## src/rtl/alu_pkg.sv

```systemverilog
// Shared definitions for the ALU and its requester arbiter.
//   ALU_*         : alucontrol encodings understood by the alu
//   alu_op_valid  : 1 when an alucontrol code is one of the defined operations
//   arb_state_e   : arbiter state encoding
package alu_pkg;

    localparam logic [2:0] ALU_AND = 3'b000;
    localparam logic [2:0] ALU_OR  = 3'b001;
    localparam logic [2:0] ALU_ADD = 3'b010;
    localparam logic [2:0] ALU_SUB = 3'b110;
    localparam logic [2:0] ALU_SLT = 3'b111;

    typedef enum logic [1:0] {
        StIdle,
        StExec,
        StResp
    } arb_state_e;

    function automatic logic alu_op_valid(input logic [2:0] op);
        logic ok;
        case (op)
            ALU_AND, ALU_OR, ALU_ADD, ALU_SUB, ALU_SLT: ok = 1'b1;
            default:                                   ok = 1'b0;
        endcase
        return ok;
    endfunction

endpackage

```

## src/rtl/alu.sv

```systemverilog
// Single-cycle 32-bit combinational ALU.
//   a, b        : operands
//   alucontrol  : operation select (AND, OR, ADD, SUB, unsigned SLT)
//   result      : operation result; 0 for undefined codes
//   zero        : result == 0
module alu
    import alu_pkg::*;
(
    input  logic [31:0] a,
    input  logic [31:0] b,
    input  logic [2:0]  alucontrol,
    output logic [31:0] result,
    output logic        zero
);

    always_comb begin
        result = '0;
        case (alucontrol)
            ALU_AND: result = a & b;
            ALU_OR:  result = a | b;
            ALU_ADD: result = a + b;
            ALU_SUB: result = a - b;
            ALU_SLT: result = {31'b0, (a < b)};
            default: result = '0;
        endcase
    end

    assign zero = (result == '0);

endmodule

```

## src/rtl/alu_share_arbiter.sv

```systemverilog
// Round-robin arbiter sharing one alu among NREQ requesters.
// One operation in flight: accept (IDLE) -> execute (EXEC) -> respond (RESP).
//   clk, reset   : rising-edge clock, asynchronous active-high reset
//   req_valid    : per-requester request pending
//   req_ready    : one-hot accept pulse, only in IDLE
//   req_a/req_b  : packed 32-bit operands, requester i at [32i+31:32i]
//   req_op       : packed 3-bit alucontrol codes, requester i at [3i+2:3i]
//   resp_valid   : one-hot owner of the registered response
//   resp_ready   : per-requester response consume; only the owner's bit matters
//   resp_result  : registered ALU result
//   resp_zero    : registered zero flag
//   resp_err     : op code was undefined
module alu_share_arbiter
    import alu_pkg::*;
#(
    parameter int unsigned NREQ = 2
) (
    input  logic                 clk,
    input  logic                 reset,
    input  logic [NREQ-1:0]      req_valid,
    output logic [NREQ-1:0]      req_ready,
    input  logic [NREQ*32-1:0]   req_a,
    input  logic [NREQ*32-1:0]   req_b,
    input  logic [NREQ*3-1:0]    req_op,
    output logic [NREQ-1:0]      resp_valid,
    input  logic [NREQ-1:0]      resp_ready,
    output logic [31:0]          resp_result,
    output logic                 resp_zero,
    output logic                 resp_err
);

    localparam int unsigned IdxW = (NREQ > 1) ? $clog2(NREQ) : 1;
    // Reset "last" to the top index so requester 0 wins the first grant.
    localparam logic [IdxW-1:0] LastInit = IdxW'(NREQ - 1);

    // Rotate so the search starts at last+1, take the lowest set bit, rotate back.
    function automatic logic [IdxW-1:0] rr_pick(input logic [NREQ-1:0] valid,
                                                input logic [IdxW-1:0] last_idx);
        logic [2*NREQ-1:0] dbl;
        logic [NREQ-1:0]   rot;
        int unsigned       start;
        int unsigned       off;
        int unsigned       sum;
        logic              found;
        start = 32'(last_idx) + 1;
        if (start >= NREQ) start = start - NREQ;
        dbl   = {valid, valid};
        rot   = NREQ'(dbl >> start);
        off   = 0;
        found = 1'b0;
        for (int unsigned i = 0; i < NREQ; i++) begin
            if (!found && rot[i]) begin
                off   = i;
                found = 1'b1;
            end
        end
        sum = start + off;
        if (sum >= NREQ) sum = sum - NREQ;
        return IdxW'(sum);
    endfunction

    arb_state_e      state_q, state_d;
    logic [IdxW-1:0] last_q;
    logic [IdxW-1:0] grant_q;
    logic [31:0]     opa_q, opb_q;
    logic [2:0]      op_q;
    logic [31:0]     result_q;
    logic            zero_q, err_q;

    logic [IdxW-1:0] pick;
    logic            accept;
    logic            release_resp;
    logic [31:0]     alu_result;
    logic            alu_zero;

    assign pick = rr_pick(req_valid, last_q);

    alu u_alu (
        .a          (opa_q),
        .b          (opb_q),
        .alucontrol (op_q),
        .result     (alu_result),
        .zero       (alu_zero)
    );

    always_comb begin
        state_d      = state_q;
        req_ready    = '0;
        resp_valid   = '0;
        accept       = 1'b0;
        release_resp = 1'b0;
        unique case (state_q)
            StIdle: begin
                // Gate on reset so req_ready reads 0 while reset is held.
                if (!reset && (|req_valid)) begin
                    req_ready = NREQ'(1) << pick;
                    accept    = 1'b1;
                    state_d   = StExec;
                end
            end
            StExec: begin
                state_d = StResp;
            end
            StResp: begin
                resp_valid = NREQ'(1) << grant_q;
                if (resp_ready[grant_q]) begin
                    release_resp = 1'b1;
                    state_d      = StIdle;
                end
            end
            default: begin
                state_d = StIdle;
            end
        endcase
    end

    always_ff @(posedge clk or posedge reset) begin
        if (reset) begin
            state_q  <= StIdle;
            last_q   <= LastInit;
            grant_q  <= '0;
            opa_q    <= '0;
            opb_q    <= '0;
            op_q     <= '0;
            result_q <= '0;
            zero_q   <= 1'b0;
            err_q    <= 1'b0;
        end else begin
            state_q <= state_d;
            if (accept) begin
                grant_q <= pick;
                opa_q   <= req_a[{pick, 5'd0} +: 32];
                opb_q   <= req_b[{pick, 5'd0} +: 32];
                op_q    <= req_op[3 * 32'(pick) +: 3];
            end
            if (state_q == StExec) begin
                if (alu_op_valid(op_q)) begin
                    result_q <= alu_result;
                    zero_q   <= alu_zero;
                    err_q    <= 1'b0;
                end else begin
                    result_q <= '0;
                    zero_q   <= 1'b1;
                    err_q    <= 1'b1;
                end
            end
            if (release_resp) begin
                last_q <= grant_q;
            end
        end
    end

    assign resp_result = result_q;
    assign resp_zero   = zero_q;
    assign resp_err    = err_q;

endmodule

```

## config.mk

```make
export PLATFORM = sky130hd
export DESIGN_NAME = alu_share_arbiter
export DESIGN_NICKNAME = d
export VERILOG_FILES = /design/src/rtl/alu_pkg.sv /design/src/rtl/alu.sv /design/src/rtl/alu_share_arbiter.sv
export SDC_FILE = /design/constraint.sdc
export NUM_CORES = 1
export LEC_CHECK = 0
export CORE_MARGIN = 2
export CORE_UTILIZATION = 56
export CTS_CLUSTER_DIAMETER = 100
export DETAILED_ROUTE_END_ITERATION = 7
export PLACE_DENSITY = 0.8
export SYNTH_ARGS = -nofsm -noshare
export SYNTH_HDL_FRONTEND = slang
export SYNTH_SLANG_ARGS = --single-unit
```

## constraint.sdc

```tcl
create_clock -name clk -period 11 [get_ports clk]
set_input_delay 3.3 -clock clk [delete_from_list [all_inputs] [get_ports clk]]
set_output_delay 3.3 -clock clk [all_outputs]
set_load 0.01 [all_outputs]
```

==> results of run 1 <==
worst register-to-register path: stages, from the launching register on:
cell and delay (ns):
dfrtp_1 0.39, ha_1 0.22, inv_1 0.07, fa_1 0.37, nand2b_1 0.20, a211oi_1 0.59, o2111a_1 0.42, o31a_1 0.32
a41oi_1 0.22, mux2i_1 0.16, nor3b_1 0.42, o221ai_1 0.24, nor4_1 0.50, nand2_1 0.15, a2111oi_2 0.36
metal layers:
layer	vias to the layer above	part of all wire	GRT usage
met5	-	0	0
met3	40	0.070	0.05185
li1	4627	-	-
met4	0	0.014	0.07847
met1	4609	0.46	0.4491
met2	377	0.46	0.5124
cell usage after synthesis, drive strengths merged (4+ instances only):
library cell / n / area [um^2]
nor2: 146 / 550.5
a21oi: 144 / 724.5
inv: 113 / 424.2
ha: 108 / 1351
dfrtp: 104 / 2603
mux2i: 96 / 960.9
nand2: 71 / 266.5
o21ai: 52 / 260.3
clkbuf: 44 / 165.2
buf: 30 / 147.6
nor3: 21 / 105.1
xnor2: 19 / 166.4
a21o: 18 / 135.1
nor2b: 18 / 112.6
nand3: 16 / 80.08
o211ai: 16 / 120.1
nor4: 14 / 93.84
o22ai: 14 / 87.58
a22o: 13 / 113.9
a211oi: 12 / 90.09
nand2b: 12 / 75.07
o31ai: 10 / 75.07
a22oi: 9 / 67.56
nand4: 9 / 56.30
and2: 8 / 50.05
o21a: 8 / 60.06
a31oi: 7 / 43.79
o2111ai: 6 / 52.55
o21bai: 6 / 45.04
o31a: 6 / 52.55
or3: 6 / 37.54
a2111oi: 5 / 68.82
a221oi: 5 / 43.79
nor3b: 5 / 37.54
o221ai: 5 / 43.79
o311ai: 5 / 43.80
or2: 5 / 31.28
or4: 5 / 37.54
and3: 4 / 25.02
o2111a: 4 / 45.04
flip-flops by register name, summed over array words and instances (netlist names):
name	count
op_q	3
state_q	2
opa_q	32
resp_err	1
resp_result	32
grant_q	1
resp_zero	1
opb_q	32
last_q	1
layout make-up:
class	count	area, um^2
clock buffer	10	239.0
clock inverter	6	72.57
fill	1481	5210
inverter	113	426.7
multi-input combinational	942	6569
sequential	105	2629
tap	225	281.5
timing repair buffer	190	1869
worst max-delay path by stage:
stage / startpoint / end / cells past startpoint
floorplan: req_valid[0] / req_ready[1] / 6
global placement: req_valid[1] / req_ready[0] / 5
detailed placement: req_valid[1] / req_ready[0] / 5
CTS: req_valid[1] / req_ready[0] / 5
global route: req_valid[1] / req_ready[0] / 5
finish: req_valid[1] / req_ready[0] / 5
metrics by stage:
step           worst slack, ns  cell area [um^2]  cells
2_1_floorplan            3.016              9915   1234
3_3_place_gp             2.441             11780   1575
3_5_place_dp             2.353             11780   1575
4_1_cts                  2.343             12090   1591
5_1_grt                  2.232             12090   1591
6_report                 2.345             12090   1591
cell families (layout without fill, tap and decap cells):
group / after synthesis / in the layout / synth area share
multiplexers: 98 / 98 / 0.09919
adder cells (fa/ha/maj): 110 / 110 / 0.1403
AND/OR/NAND/NOR: 346 / 346 / 0.1632
buffers and inverters: 187 / 319 / 0.07433
XOR/XNOR: 20 / 20 / 0.01767
AO/OA/AOI/OAI: 368 / 368 / 0.2402
flip-flops: 105 / 105 / 0.2651
power breakdown:
| group | switching (mW) | internal, mW | leakage, nW |
|---|---|---|---|
| Sequential | 0.169 | 0.542 | 1.23 |
| Clock | 0.165 | 0.186 | 0.155 |
| Combinational | 1.91 | 1.18 | 4.11 |
==> reports/metrics.csv, run 1 <==
stage;metric;value;unit
sta;post-route-min-period;8.655;ns
route;wl_per_cell;18.63;um
global_route;grt_max_degree;92;
route;avgViaCountPerCell;6.067;
floorplanning;core;0.01730;mm^2
final_layout;syn_to_final_growth;21.91;%
floorplanning;dieArea;0.01879;mm^2
setup_path;path_max_fanout;11;
final_layout;antenna_cells;0;
global_route;antenna_found_initial;0;
global_route;grt_pass1_wl;47110;um
power_and_ir_drop;leakage;5.496;nW
final_layout;final_core_util;0.6988;
clocking;cts_tree;yes;
setup_path;cpMaxStageDelayCell;nor4_2;
sta;report.final.slew_viol_count;0;
power_and_ir_drop;ir_drop;0.0001829;V
setup_path;critPathTopFamily;buffers and inverters;
logic_synthesis;synthArstFlopShare;1.000;
floorplanning;start_util;0.5732;
logic_synthesis;synthFlopType;dfrtp_1;
job;max_cap_violations;0;
route;drt_wl_total;29640;um
clocking;post_cts_buffers;0;
hold_path;hp-class;register to register;
sta;rsz0062_at_grt;no;
place;routabilityCongestion;0.9576;
clocking;cts_made_buffers;9;
route;drc;0;
power_and_ir_drop;p_total;4.148;mW
setup_path;end_kind;output pin;
logic_synthesis;syn-cell-area;0.009915;mm^2
place;portBuffers;177;
setup_path;crit_path_cell_trace;clkdlybuf4s50_1 > nor2_1 > nor4_2 > and2_1 > clkdlybuf4s50_1;
hold_path;hold_depth;2;
route;antenna_left;0;
floorplanning;dieHeight;137.1;um
setup_path;cp_data_arrival_time;5.35;ns
sta;setup_tns;0;ns
route;dr.pass1.iters;6;
setup_path;crit_type;input port to output pin;
setup_path;r2r_cells;14;
sta;hold_viol;0;
hold_path;min-delay-start;resp_result[18];
sta;holdWs;0.4836;ns
setup_path;rrSetupSlack;6.26;ns
clocking;clock_latency;0.37;ns
run_status;status;completed;
floorplanning;io_pins;178;
logic_synthesis;ys_types;76;
final_layout;mostFrequentLayoutCell;clkdlybuf4s50_1;
setup_path;critPathMaxStageDelay;0.65;ns
power_and_ir_drop;power_density;343.2;mW/mm^2
hold_path;min_to;resp_result[18];
final_layout;layout_common_cells;177 x clkdlybuf4s50_1, 144 x nor2_1, 143 x a21oi_1;
sta;max_freq;0.1155;GHz
global_route;overflow;0;
sta;finalCritPeriodShare;0.7868;
setup_path;crit_top_cell;clkdlybuf4s50_1;
setup_path;crit_buf_inv;2;
floorplanning;num_rows;48;
clocking;clockBufferDepth;2;
setup_path;cp-start-kind;input port;
global_route;grt.total_usage;0.3193;
clocking;root_buffer;clkbuf_16;
logic_synthesis;synth_enable_flop_cells;0;
clocking;h-tree-depth;3;
setup_path;critical_path_required;7.70;ns
setup_path;r2r_start;opb_q[0];
logic_synthesis;syn_inst;1234;
clocking;cts_resized;0;
route;drt-initial-drc-count;861;
place;hpwlAfterDp;22820;um
sta;clock_skew;0.007463;ns
logic_synthesis;syn_area_per_cell;8.034;um^2
logic_synthesis;yosysSeqAreaShare;0.2651;
global_route;grt_pass1_vias;9200;
sta;tightest_slew;0.8617;ns
logic_synthesis;yosys_warnings;0;
clocking;cts.clk_slew.worst_paths;0.07;ns
setup_path;r2r-end;resp_zero;
clocking;ctsHoldBuffers;0;
logic_synthesis;synth_nets;1484;
final_layout;nets;1611;
floorplanning;die_w;137.1;um
sta;setup_viol;0;
route;vias;9653;
final_layout;drive_above_1_share;0.03880;
logic_synthesis;ys_seq_elements;105;
clocking;clock-sinks;105;
sta;slew_headroom;0.4207;
Power figures use the tool's default switching activity.
==> run 2, diff against run 1 <==
--- a/config.mk
+++ b/config.mk
@@ -6,10 +6,10 @@
 export NUM_CORES = 1
 export LEC_CHECK = 0
 export CORE_MARGIN = 2
-export CORE_UTILIZATION = 56
+export CORE_UTILIZATION = 55
 export CTS_CLUSTER_DIAMETER = 100
 export DETAILED_ROUTE_END_ITERATION = 7
-export PLACE_DENSITY = 0.8
+export PLACE_DENSITY = 0.79
 export SYNTH_ARGS = -nofsm -noshare
 export SYNTH_HDL_FRONTEND = slang
 export SYNTH_SLANG_ARGS = --single-unit
==> constraint.sdc (replaced) <==
create_clock -name clk -period 8.6 [get_ports clk]
set_input_delay 2.58 -clock clk [delete_from_list [all_inputs] [get_ports clk]]
set_output_delay 2.58 -clock clk [all_outputs]
set_load 0.01 [all_outputs]
==> reports/metrics.csv, run 2 (same netlist as run 1, synthesis figures left out) <==
stage;metric;value;unit
power_and_ir_drop;p_total;5.337;mW
route;wl_per_cell;18.61;um
route;antenna_left;0;
setup_path;crit_type;input port to output pin;
power_and_ir_drop;leakage;5.499;nW
sta;tightest_slew;1.043;ns
sta;report.final.slew_viol_count;0;
global_route;overflow;0;
sta;post-route-min-period;7.088;ns
sta;slew_headroom;0.3036;
floorplanning;die_w;138.3;um
setup_path;cp-start-kind;input port;
sta;clock_skew;0.01037;ns
hold_path;hp-class;register to register;
final_layout;mostFrequentLayoutCell;clkdlybuf4s50_1;
place;hpwlAfterDp;22860;um
global_route;grt_pass1_wl;48470;um
route;drc;0;
place;routabilityCongestion;0.9749;
sta;setup_tns;0;ns
run_status;status;completed;
floorplanning;num_rows;49;
clocking;clock-sinks;105;
global_route;antenna_found_initial;0;
final_layout;nets;1610;
setup_path;crit_top_cell;clkdlybuf4s50_1;
setup_path;cpMaxStageDelayCell;clkdlybuf4s50_1;
clocking;root_buffer;clkbuf_16;
setup_path;path_max_fanout;39;
global_route;grt_max_degree;99;
final_layout;antenna_cells;0;
final_layout;n_fill_cell;1541;
sta;max_freq;0.1411;GHz
global_route;grt.total_usage;0.3116;
final_layout;drive_above_1_share;0.03810;
power_and_ir_drop;power_density;440.7;mW/mm^2
final_layout;syn_to_final_growth;22.14;%
clocking;clock_latency;0.37;ns
clocking;cts.clk_slew.worst_paths;0.08;ns
setup_path;end_kind;output pin;
global_route;grt_pass1_vias;9296;
floorplanning;dieHeight;138.3;um
clocking;clockBufferDepth;2;
route;avgViaCountPerCell;6.003;
clocking;post_cts_buffers;0;
sta;hold_viol;0;
route;vias;9569;
setup_path;critPathTopFamily;buffers and inverters;
place;portBuffers;177;
floorplanning;io_pins;178;
power_and_ir_drop;ir_drop;0.0002732;V
setup_path;crit_path_cell_trace;clkdlybuf4s50_1 > nor2_1 > nor4_2 > buf_4 > nor2b_1 > clkdlybuf4s50_1;
route;dr.pass1.iters;5;
route;drt_wl_total;29660;um
floorplanning;dieArea;0.01912;mm^2
clocking;ctsHoldBuffers;0;
clocking;h-tree-depth;3;
sta;rsz0062_at_grt;no;
clocking;cts_tree;yes;
setup_path;crit_buf_inv;3;
setup_path;cp_data_arrival_time;4.51;ns
floorplanning;core;0.01784;mm^2
sta;finalCritPeriodShare;0.8242;
clocking;cts_made_buffers;9;
sta;setup_viol;0;
setup_path;critical_path_required;6.02;ns
clocking;cts_resized;0;
route;drt-initial-drc-count;886;
floorplanning;start_util;0.5557;
setup_path;critPathMaxStageDelay;0.54;ns
final_layout;layout_common_cells;177 x clkdlybuf4s50_1, 144 x nor2_1, 143 x a21oi_1;
job;max_cap_violations;0;
run 2: cell count changes in the layout (fill, tap and decap cells not counted), sizes merged:
cell | previous run | this run
buf | 13 | 12
bufinv | 1 | 2
clkbuf | 10 | 9
clkinv | 2 | 3
inv | 116 | 115
run 2: layout make-up:
class / instances / area (um^2) / area share
multi-input combinational: 942 / 6569 / 0.5425
clock buffer: 9 / 225.2 / 0.01860
clock inverter: 7 / 111.4 / 0.009196
inverter: 113 / 426.7 / 0.03523
timing repair buffer: 189 / 1862 / 0.1538
sequential: 105 / 2629 / 0.2171
tap: 229 / 286.5 / 0.02366
run 2: worst paths after layout:
kind / start / to / slack [ns] / depth (start not counted)
worst min-delay path: resp_result[3] / resp_result[3] / 0.48 / 2
worst max-delay path: req_valid[1] / req_ready[1] / 1.51 / 6
worst min register to register: resp_result[3] / resp_result[3] / 0.48 / 2
min in group asynchronous: reset / grant_q / 2.69 / 2
max in group asynchronous: reset / resp_result[25] / 4.76 / 3
worst max register to register: opa_q[0] / resp_zero / 3.85 / 15
run 2: where the power goes:
group / internal (mW) / switching [mW] / total (mW)
Combinational: 1.50 / 2.45 / 3.95
Sequential: 0.693 / 0.219 / 0.913
Clock: 0.261 / 0.211 / 0.472
Total: 2.46 / 2.88 / 5.34
run 2: worst reg2reg max path, delay by kind of cell, from the launching register on:
kind            cells  cell delay, ns
flops               1            0.41
compound gates      7            2.27
fa+ha+maj           2            0.58
buf+inv             2            0.16
simple gates        4            1.23
run 2: through the flow:
step             util  hold WS (ns)  setup slack (ns)  std cells  cell area [um^2]
4_1_cts        0.6787        0.4884             1.476       1594             12110
6_report       0.6787        0.4839             1.512       1594             12110
3_3_place_gp   0.6599        0.4606             1.547       1578             11770
2_1_floorplan       -        0.5149             2.056       1234              9915
5_1_grt        0.6787        0.5252             1.352       1594             12110
3_5_place_dp   0.6599        0.4710             1.472       1578             11770
run 2: routing by layer:
layer / GRT usage / vias up / share of wire
li1: - / 4618 / -
met1: 0.4405 / 4526 / 0.45
met2: 0.4964 / 384 / 0.46
met3: 0.05611 / 41 / 0.076
met4: 0.08002 / 0 / 0.017
met5: 0 / - / 0
==> run 3, diff against run 2 <==
--- a/config.mk
+++ b/config.mk
@@ -6,10 +6,10 @@
 export NUM_CORES = 1
 export LEC_CHECK = 0
 export CORE_MARGIN = 2
-export CORE_UTILIZATION = 55
+export CORE_UTILIZATION = 49
 export CTS_CLUSTER_DIAMETER = 100
 export DETAILED_ROUTE_END_ITERATION = 7
-export PLACE_DENSITY = 0.79
+export PLACE_DENSITY = 0.74
 export SYNTH_ARGS = -nofsm -noshare
 export SYNTH_HDL_FRONTEND = slang
 export SYNTH_SLANG_ARGS = --single-unit
==> constraint.sdc (replaced) <==
create_clock -name clk -period 5.96 [get_ports clk]
set_input_delay 1.788 -clock clk [delete_from_list [all_inputs] [get_ports clk]]
set_output_delay 1.788 -clock clk [all_outputs]
set_load 0.01 [all_outputs]
==> reports/metrics.csv, run 3 (same netlist as run 1, synthesis figures left out) <==
stage;metric;value;unit
power_and_ir_drop;leakage;5.489;nW
final_layout;mostFrequentLayoutCell;clkdlybuf4s50_1;
place;dp_cells;1620;
power_and_ir_drop;p_total;7.657;mW
sta;report.final.slew_viol_count;0;
place;preCtsSetupSlack;0.7115;ns
sta;slew_headroom;0.3922;
clocking;cts_tree;yes;
clocking;clock_latency;0.37;ns
sta;max_freq;0.1900;GHz
setup_path;cpMaxStageDelayCell;clkdlybuf4s50_1;
clocking;clock-sinks;105;
final_layout;antenna_cells;0;
run_status;status;completed;
route;drt-initial-drc-count;686;
clocking;cts_resized;0;
job;max_cap_violations;0;
sta;tightest_slew;0.9117;ns
final_layout;nets;1611;
floorplanning;dieHeight;146.2;um
clocking;clockBufferDepth;2;
setup_path;critPathMaxStageDelay;0.55;ns
place;routabilityCongestion;0.9598;
final_layout;final_area;0.01214;mm^2
floorplanning;num_rows;52;
setup_path;critical_path_required;4.17;ns
setup_path;path_max_fanout;4;
setup_path;end_kind;output pin;
floorplanning;dieArea;0.02139;mm^2
setup_path;crit_path_cell_trace;clkdlybuf4s50_1 > nor2_1 > nor4_2 > and2_1 > clkdlybuf4s50_1;
setup_path;cp-start-kind;input port;
sta;post-route-min-period;5.263;ns
setup_path;cp_data_arrival_time;3.48;ns
floorplanning;die_w;146.2;um
sta;setup_viol;0;
sta;rsz0062_at_grt;no;
final_layout;fin_cells;1636;
route;avgViaCountPerCell;5.830;
clocking;root_buffer;clkbuf_16;
sta;clock_skew;0.01184;ns
global_route;overflow;0;
route;antenna_left;0;
final_layout;syn_to_final_growth;22.45;%
route;dr.pass1.iters;5;
global_route;antenna_found_initial;0;
route;drt_wl_total;29550;um
clocking;cts.clk_slew.worst_paths;0.07;ns
sta;setup_tns;0;ns
sta;hold_viol;0;
power_and_ir_drop;power_density;630.7;mW/mm^2
clocking;h-tree-depth;3;
setup_path;crit_type;input port to output pin;
floorplanning;start_util;0.4948;
route;vias;9538;
hold_path;hp-class;register to register;
final_layout;layout_common_cells;177 x clkdlybuf4s50_1, 144 x nor2_1, 143 x a21oi_1;
global_route;grt_max_degree;100;
route;drc;0;
clocking;post_cts_buffers;0;
final_layout;drive_above_1_share;0.03880;
clocking;ctsHoldBuffers;0;
place;dpl_cell_area;0.01183;mm^2
global_route;grt_pass1_vias;9041;
global_route;grt.total_usage;0.2793;
global_route;grt_pass1_wl;48240;um
floorplanning;io_pins;178;
sta;finalWorstSetupSlack;0.6968;ns
clocking;cts_made_buffers;9;
setup_path;crit_top_cell;clkdlybuf4s50_1;
final_layout;final_core_util;0.6058;
floorplanning;core;0.02004;mm^2
place;portBuffers;177;
power_and_ir_drop;ir_drop;0.0003001;V
sta;finalCritPeriodShare;0.8831;
sta;holdWs;0.4768;ns
place;hpwlAfterDp;23020;um
route;wl_per_cell;18.06;um
-- run 3: worst max-delay path: cells and delay by family --
| family | cells | cell delay [ns] |
|---|---|---|
| and+or+nand+nor | 3 | 0.61 |
| buffers and inverters | 2 | 1.08 |
-- run 3: per-layer routing --
metal  share of wire  up-vias  global-route usage
met1            0.46     4525              0.3997
met5               0        -                   0
li1                -     4619                   -
met4           0.014        0             0.05971
met3           0.072       32             0.04938
met2            0.45      362              0.4448
-- run 3: worst paths after layout --
path                                  from              end  slack (ns)  cells past startpoint
setup / recovery              req_valid[1]     req_ready[0]        0.70                      5
min in group asynchronous            reset        opb_q[25]        1.99                      2
max in group asynchronous            reset         opa_q[8]        2.95                      3
hold / removal             resp_result[31]  resp_result[31]        0.48                      1
hold reg to reg            resp_result[31]  resp_result[31]        0.48                      1
setup reg to reg                  opa_q[0]        resp_zero        1.47                     15
-- run 3: cell type report --
| type | count | area (um^2) |
|---|---|---|
| Fill cell | 1944 | 7899 |
| Multi-Input combinational cell | 942 | 6569 |
| Sequential cell | 105 | 2629 |
| Timing Repair Buffer | 190 | 1869 |
| Inverter | 113 | 426.7 |
| Tap cell | 270 | 337.8 |
| Clock buffer | 9 | 225.2 |
| Clock inverter | 7 | 83.83 |
-- run 3: where the power goes --
| part | switching, mW | internal [mW] | leakage [nW] |
|---|---|---|---|
| clock network | 0.302 | 0.334 | 0.149 |
| registers | 0.313 | 1.00 | 1.23 |
| logic | 3.54 | 2.17 | 4.11 |
| total | 4.15 | 3.51 | 5.49 |
